`config.mk`:
```
export PLATFORM = sky130hd
export DESIGN_NAME = mux2x1_select_arbiter
export DESIGN_NICKNAME = d
export VERILOG_FILES = /design/src/rtl/mux2x1_select_arbiter.sv
export SDC_FILE = /design/constraint.sdc
export NUM_CORES = 1
export LEC_CHECK = 0
export CORE_AREA = 5 5 42 44
export CTS_BUF_LIST = sky130_fd_sc_hd__clkbuf_8
export CTS_CLUSTER_SIZE = 40
export DETAILED_ROUTE_END_ITERATION = 12
export DIE_AREA = 0 0 47 49
export SLEW_MARGIN = 20
export SYNTH_ARGS = -nofsm -noshare
export SYNTH_HDL_FRONTEND = slang
export SYNTH_SLANG_ARGS = --single-unit
```
`constraint.sdc`:
```
create_clock -name clk -period 1.6 [get_ports clk]
set_input_delay 0.32 -clock clk [delete_from_list [all_inputs] [get_ports clk]]
set_output_delay 0.32 -clock clk [all_outputs]
set_load 0.005 [all_outputs]
```
`src/rtl/mux2x1_select_arbiter.sv`:
```
// Two-port round-robin arbiter driving the select of a downstream 2x1 mux.
// Define ARB_BURST_LIMIT_EN to cap an owner's grant at BURST cycles while the other port waits.
module mux2x1_select_arbiter #(
    parameter int BURST = 4
) (
    input  logic clk,
    input  logic rst_n,
    input  logic r0,
    input  logic r1,
    output logic g0,
    output logic g1,
    output logic s,
    output logic v
);

    typedef enum logic [1:0] {
        IDLE = 2'd0,
        GNT0 = 2'd1,
        GNT1 = 2'd2
    } state_t;

    localparam logic [2:0] BURST_LAST = 3'(BURST - 1);
`ifdef ARB_BURST_LIMIT_EN
    localparam logic LIMIT_EN = 1'b1;
`else
    localparam logic LIMIT_EN = 1'b0;
`endif

    state_t     state_q, state_d;
    logic       last_q, last_d;
    logic [2:0] cnt_q, cnt_d;
    logic       g0_q, g1_q, s_q, s_d, v_q;
    logic       burst_hit_s;

    // Next grant owner; a tie from idle goes to the port that did not win last time.
    always_comb begin
        state_d = state_q;
        // ">=" so an owner that ran past BURST alone still yields once the other port shows up.
        burst_hit_s = LIMIT_EN && (cnt_q >= BURST_LAST);
        case (state_q)
            IDLE: begin
                if (r0 && r1) begin
                    state_d = last_q ? GNT0 : GNT1;
                end else if (r0) begin
                    state_d = GNT0;
                end else if (r1) begin
                    state_d = GNT1;
                end else begin
                    state_d = IDLE;
                end
            end
            GNT0: begin
                if (r0 && !(r1 && burst_hit_s)) begin
                    state_d = GNT0;
                end else if (r1) begin
                    state_d = GNT1;
                end else begin
                    state_d = IDLE;
                end
            end
            GNT1: begin
                if (r1 && !(r0 && burst_hit_s)) begin
                    state_d = GNT1;
                end else if (r0) begin
                    state_d = GNT0;
                end else begin
                    state_d = IDLE;
                end
            end
            default: state_d = IDLE;
        endcase
    end

    // Burst counter, last-owner flag and mux select derived from the chosen next state.
    always_comb begin
        cnt_d  = cnt_q;
        last_d = last_q;
        s_d    = s_q;
        if ((state_d == IDLE) || (state_d != state_q)) begin
            cnt_d = 3'd0;
        end else if (cnt_q != 3'd7) begin
            cnt_d = cnt_q + 3'd1;
        end else begin
            cnt_d = cnt_q;
        end
        case (state_d)
            GNT0: begin
                last_d = 1'b0;
                s_d    = 1'b0;
            end
            GNT1: begin
                last_d = 1'b1;
                s_d    = 1'b1;
            end
            default: begin
                last_d = last_q;
                s_d    = s_q;
            end
        endcase
    end

    // State and registered outputs; reset clears grants at once and lets port 0 win the first tie.
    always_ff @(posedge clk or negedge rst_n) begin
        if (!rst_n) begin
            state_q <= IDLE;
            last_q  <= 1'b1;
            cnt_q   <= 3'd0;
            g0_q    <= 1'b0;
            g1_q    <= 1'b0;
            s_q     <= 1'b0;
            v_q     <= 1'b0;
        end else begin
            state_q <= state_d;
            last_q  <= last_d;
            cnt_q   <= cnt_d;
            g0_q    <= (state_d == GNT0);
            g1_q    <= (state_d == GNT1);
            s_q     <= s_d;
            v_q     <= (state_d != IDLE);
        end
    end

    assign g0 = g0_q;
    assign g1 = g1_q;
    assign s  = s_q;
    assign v  = v_q;

endmodule

```
Yosys cells after proc, flatten, opt, wreduce, memory -nomap -nowiden
Index checks and enable logic that the tools add are counted.
- register bits after elaboration: 7
- input bits: 4
- output and inout bits: 4
- word-level logic and storage cells: 22
- equality and inequality tests: 4
- muxes and demuxes: 8
- reduce and logical (&&, ||, !) cells: 4
- operators with widths (cell ; count):
    two-way mux 2 bit ; 5
    one-hot mux 2 bit (3 select lines) ; 1
    equality test 2 x 1 -> 1 bit, second input constant ; 2
    equality test 2 bit, second input constant ; 2
    nonzero test 2 bit ; 2
    zero test 2 bit ; 1
    one-hot mux 1 bit (2 select lines) ; 1
    logical AND 1 bit ; 1
    two-way mux 1 bit ; 1

Logic depth before layout (Yosys ltp)
- depth after elaboration: 6
- gate-level depth with buffers: 5
- depth with buffers taken out: 5

Worst setup path after synthesis
Ideal clock, no wire load.
- kind: register to register
- from: register last_q
- to: register s_q, in the netlist s
- setup time: 0.127 ns
- data arrival time: 1.172 ns
- required time: 1.473 ns
- setup slack: 0.301 ns
- cell stages (with the launch flop): 6
- buffers on the path: 0
- period minus slack after synthesis: 1.299 ns
- path through: dfstp_2 > o21ba_1 > o21ai_1 > ha_1 > nand2_1 > o21ai_0
- longest elaborated chain between the ends: 5
- elaborated cells on any way between the ends: 7
- those cells by class: eq/ne: 2; mux: 4; reduce/logical: 1
- ends and longest elaborated chain (element ; RTL line ; source):
    start: declaration ; 30 ; logic last_q, last_d;
    start signal: assignment ; 114 ; last_q <= last_d;
    two-way mux 2 bit (*) ; 43 ; state_d = last_q ? GNT0 : GNT1;
    two-way mux 2 bit (*) ; 42 ; if (r0 && r1) begin
    one-hot mux 2 bit (3 select lines) (*) ; 40 ; case (state_q)
    equality test 2 bit / equality test 2 x 1 -> 1 bit (equally long branches) ; 86 ; case (state_d)
    one-hot mux 1 bit (2 select lines) / nonzero test 2 bit (equally long branches) ; -- ;
    end signal: assignment ; 110 ; s_q <= 1'b0;
    end signal: assignment ; 118 ; s_q <= s_d;
    end: declaration ; 32 ; logic g0_q, g1_q, s_q, s_d, v_q;
Every way passes the cells marked *; elsewhere a longest branch is shown, timed or not.
A chain may end at the register's enable or synchronous reset.

Final worst setup path
- from: input port r1
- to: register s_q, in the netlist s
- longest elaborated chain between the ends: 6
- elaborated cells on any way between the ends: 10
- those cells by class: eq/ne: 2; mux: 6; reduce/logical: 2
- ends and longest elaborated chain (element ; RTL line ; source):
    start: declaration ; 9 ; input logic r1,
    two-way mux 2 bit ; 46, 55 ;
    two-way mux 2 bit ; 53 ; if (r0 && !(r1 && burst_hit_s)) begin
    two-way mux 2 bit ; 42 ;
    one-hot mux 2 bit (3 select lines) (*) ; 40 ;
    equality test 2 bit / equality test 2 x 1 -> 1 bit (equally long branches) ; 86 ;
    one-hot mux 1 bit (2 select lines) / nonzero test 2 bit (equally long branches) ; -- ;
Marks and branches as above.

==> flow_summary.ini <==
[finish]
final_cell_mix = clkdlybuf4s50_1 (7), dfrtp_1 (6), inv_1 (4)
mostFrequentLayoutCell = clkdlybuf4s50_1
num-nets-final = 46
num_antenna_cells = 0
areaGrowthSynthToFinish_pct = 49.6
fin_area_um2 = 453
fin_util_pct = 32.3
drive_gt1_share_pct = 18.4

[timing]
setup_slack_ns = 0.126
fin_skew_ns = 0.00229
clock.fmax_mhz = 678
final_max_slew_viol_count = 0
slew_headroom_pct = 79.6
tns_ns = 0
tightest_slew_ns = 0.305
fin_crit_sh_pct = 92.1
rsz0062_at_grt = no
final-hold-violation-count = 0
setup_viol = 0
final_period_minus_worst_setup_slack_ns = 1.47

[die]
rows = 14
dieWidth_um = 47
io_pins = 8
die_height_um = 49
die_area_um2 = 2300
start_util_pct = 21.6
coreArea_um2 = 1400

[grt]
antenna_found_initial = 0
grt_usage_pct = 5.53
grt_pass1_vias = 213
grt_pass1_wl_um = 800
grt_start_max_net_pins = 8
overflow = 0

[power_and_ir_drop]
p_leak_nw = 0.216
peakVddDrop_uv = 703
powerDensity_nw_per_um2 = 1530
power.total_mw = 0.693

[clock_network]
clockRootBuffer = clkbuf_8
cts_resized = 0
cts_buffer_depth = 2
cts_setup_buffers = 0
cts_tree = yes
cts_sinks = 7
cts_buffers = 3
ctsHoldBuffers = 0
htree_num_levels = 1
clk_pin_slew_ns = 0.04
clkLatencyLatePin_ns = 0.23

[job]
drv_cap = 0

[synth]
yosys_warnings = 0
synthCells = 25
synthesis.nets = 32
synth_top_area_share_pct = 49.6
syn_avg_cell_area_um2 = 12.1
synth_area_leaders = dfrtp_1 (50%), ha_1 (12%), dfstp_2 (8.7%), nor3b_2 (4.1%), inv_1 (3.7%)
synth.distinct_cells = 15
ys_seq_area_share_pct = 58.3
ys_ff_latch = 7
yosysTopAreaCell = dfrtp_1
synth_area_um2 = 303

[worst_setup_path]
critPathMaxFanout = 3
crit_required_ns = 1.70
cp-start-kind = input pin
critPathKind = in -> reg
cp_slowest_stage_delay_ns = 0.48
end_kind = flip-flop
arrival_ns = 1.58
crit_slowest_cell = clkdlybuf4s50_1
worstPathCellList = clkdlybuf4s50_1 -> nor2b_1 -> a21oi_1 -> ha_1 -> nand2_1 -> o21ai_0
rrSetupSlack_ns = 0.21

[routing]
dr_total_vias = 214
wl_per_cell_um = 8.94
first_pass_iters = 1
first_iter_violations = 0
drc = 0
drt_wl_total_um = 483
antenna_left = 0
viasPerCell = 3.96

[placed_design]
dp_hpwl_um = 390
post-place-ws_ns = -0.109
place_congestion = 0.689
place_area_um2 = 408
place.port_buffers = 7

[run_status]
status = finished clean

[hold_path]
hp-class = in -> async
[cell families after synthesis]
family                   after synthesis  synth area share [%]
AO/OA/AOI/OAI                          7                  14.9
flip-flops                             7                  58.3
AND/OR/NAND/NOR                        5                  10.7
buffers and inverters                  3                  3.72
adder cells (fa/ha/maj)                3                  12.4
[power by group]
group          switching, mW  internal, mW
combinational         0.0762         0.116
sequential            0.0249         0.236
clock                 0.0738         0.166
[metal layers]
metal,vias up,GRT usage [%],part of all wire (%),routed length [um]
met5,-,0,0,0
met4,0,2.76,2.1,10
met3,2,6.64,14,66
met2,7,7.69,47,226
met1,99,4.49,37,179
li1,106,-,-,-
[cell usage after synthesis]
| library cell | count |
|---|---|
| o21ai_0 | 1 |
| o21ba_1 | 1 |
| o21ai_1 | 2 |
| nor2b_1 | 1 |
| nor3b_2 | 1 |
| dfstp_2 | 1 |
| inv_1 | 3 |
| o21a_1 | 1 |
| nor2_1 | 1 |
| a21oi_1 | 1 |
| dfrtp_1 | 6 |
| a21o_1 | 1 |
| nand2_1 | 1 |
| nand2b_1 | 1 |
| ha_1 | 3 |
[final timing paths]
| kind | to | cells past startpoint | from |
|---|---|---|---|
| setup / recovery | s | 6 | r1 |
| hold / removal | g0 | 1 | rst_n |
| setup reg to reg | s | 5 | last_q |
| hold reg to reg | last_q | 2 | last_q |
| max in group asynchronous | last_q | 1 | rst_n |
| min in group clk | last_q | 2 | last_q |
[critical path, delay by kind of cell]
family          cells  cell delay, ns
simple gates        2            0.28
buf+inv             1            0.48
compound gates      2            0.19
fa+ha+maj           1            0.31
[final cells by class]
type                       instances  area (um2)
clock inverter                     1        3.75
multi-input combinational         15         115
inverter                           3        11.3
sequential                         7         176
fill                             157         948
clock buffer                       3        41.3
timing repair buffer               9        85.1
tap                               16        20.0
[metrics by stage]
step,std cells,hold slack (ns)
floorplan,25,0.0244
global placement,50,0.476
detailed placement,50,0.477
CTS,54,0.352
global route,54,0.374
finish,54,0.349
[registers in the layout, indices dropped and copies added (netlist names)]
name	flops
state_q	2
g0	1
g1	1
last_q	1
s	1
v	1
Power figures use the tool's default switching activity.
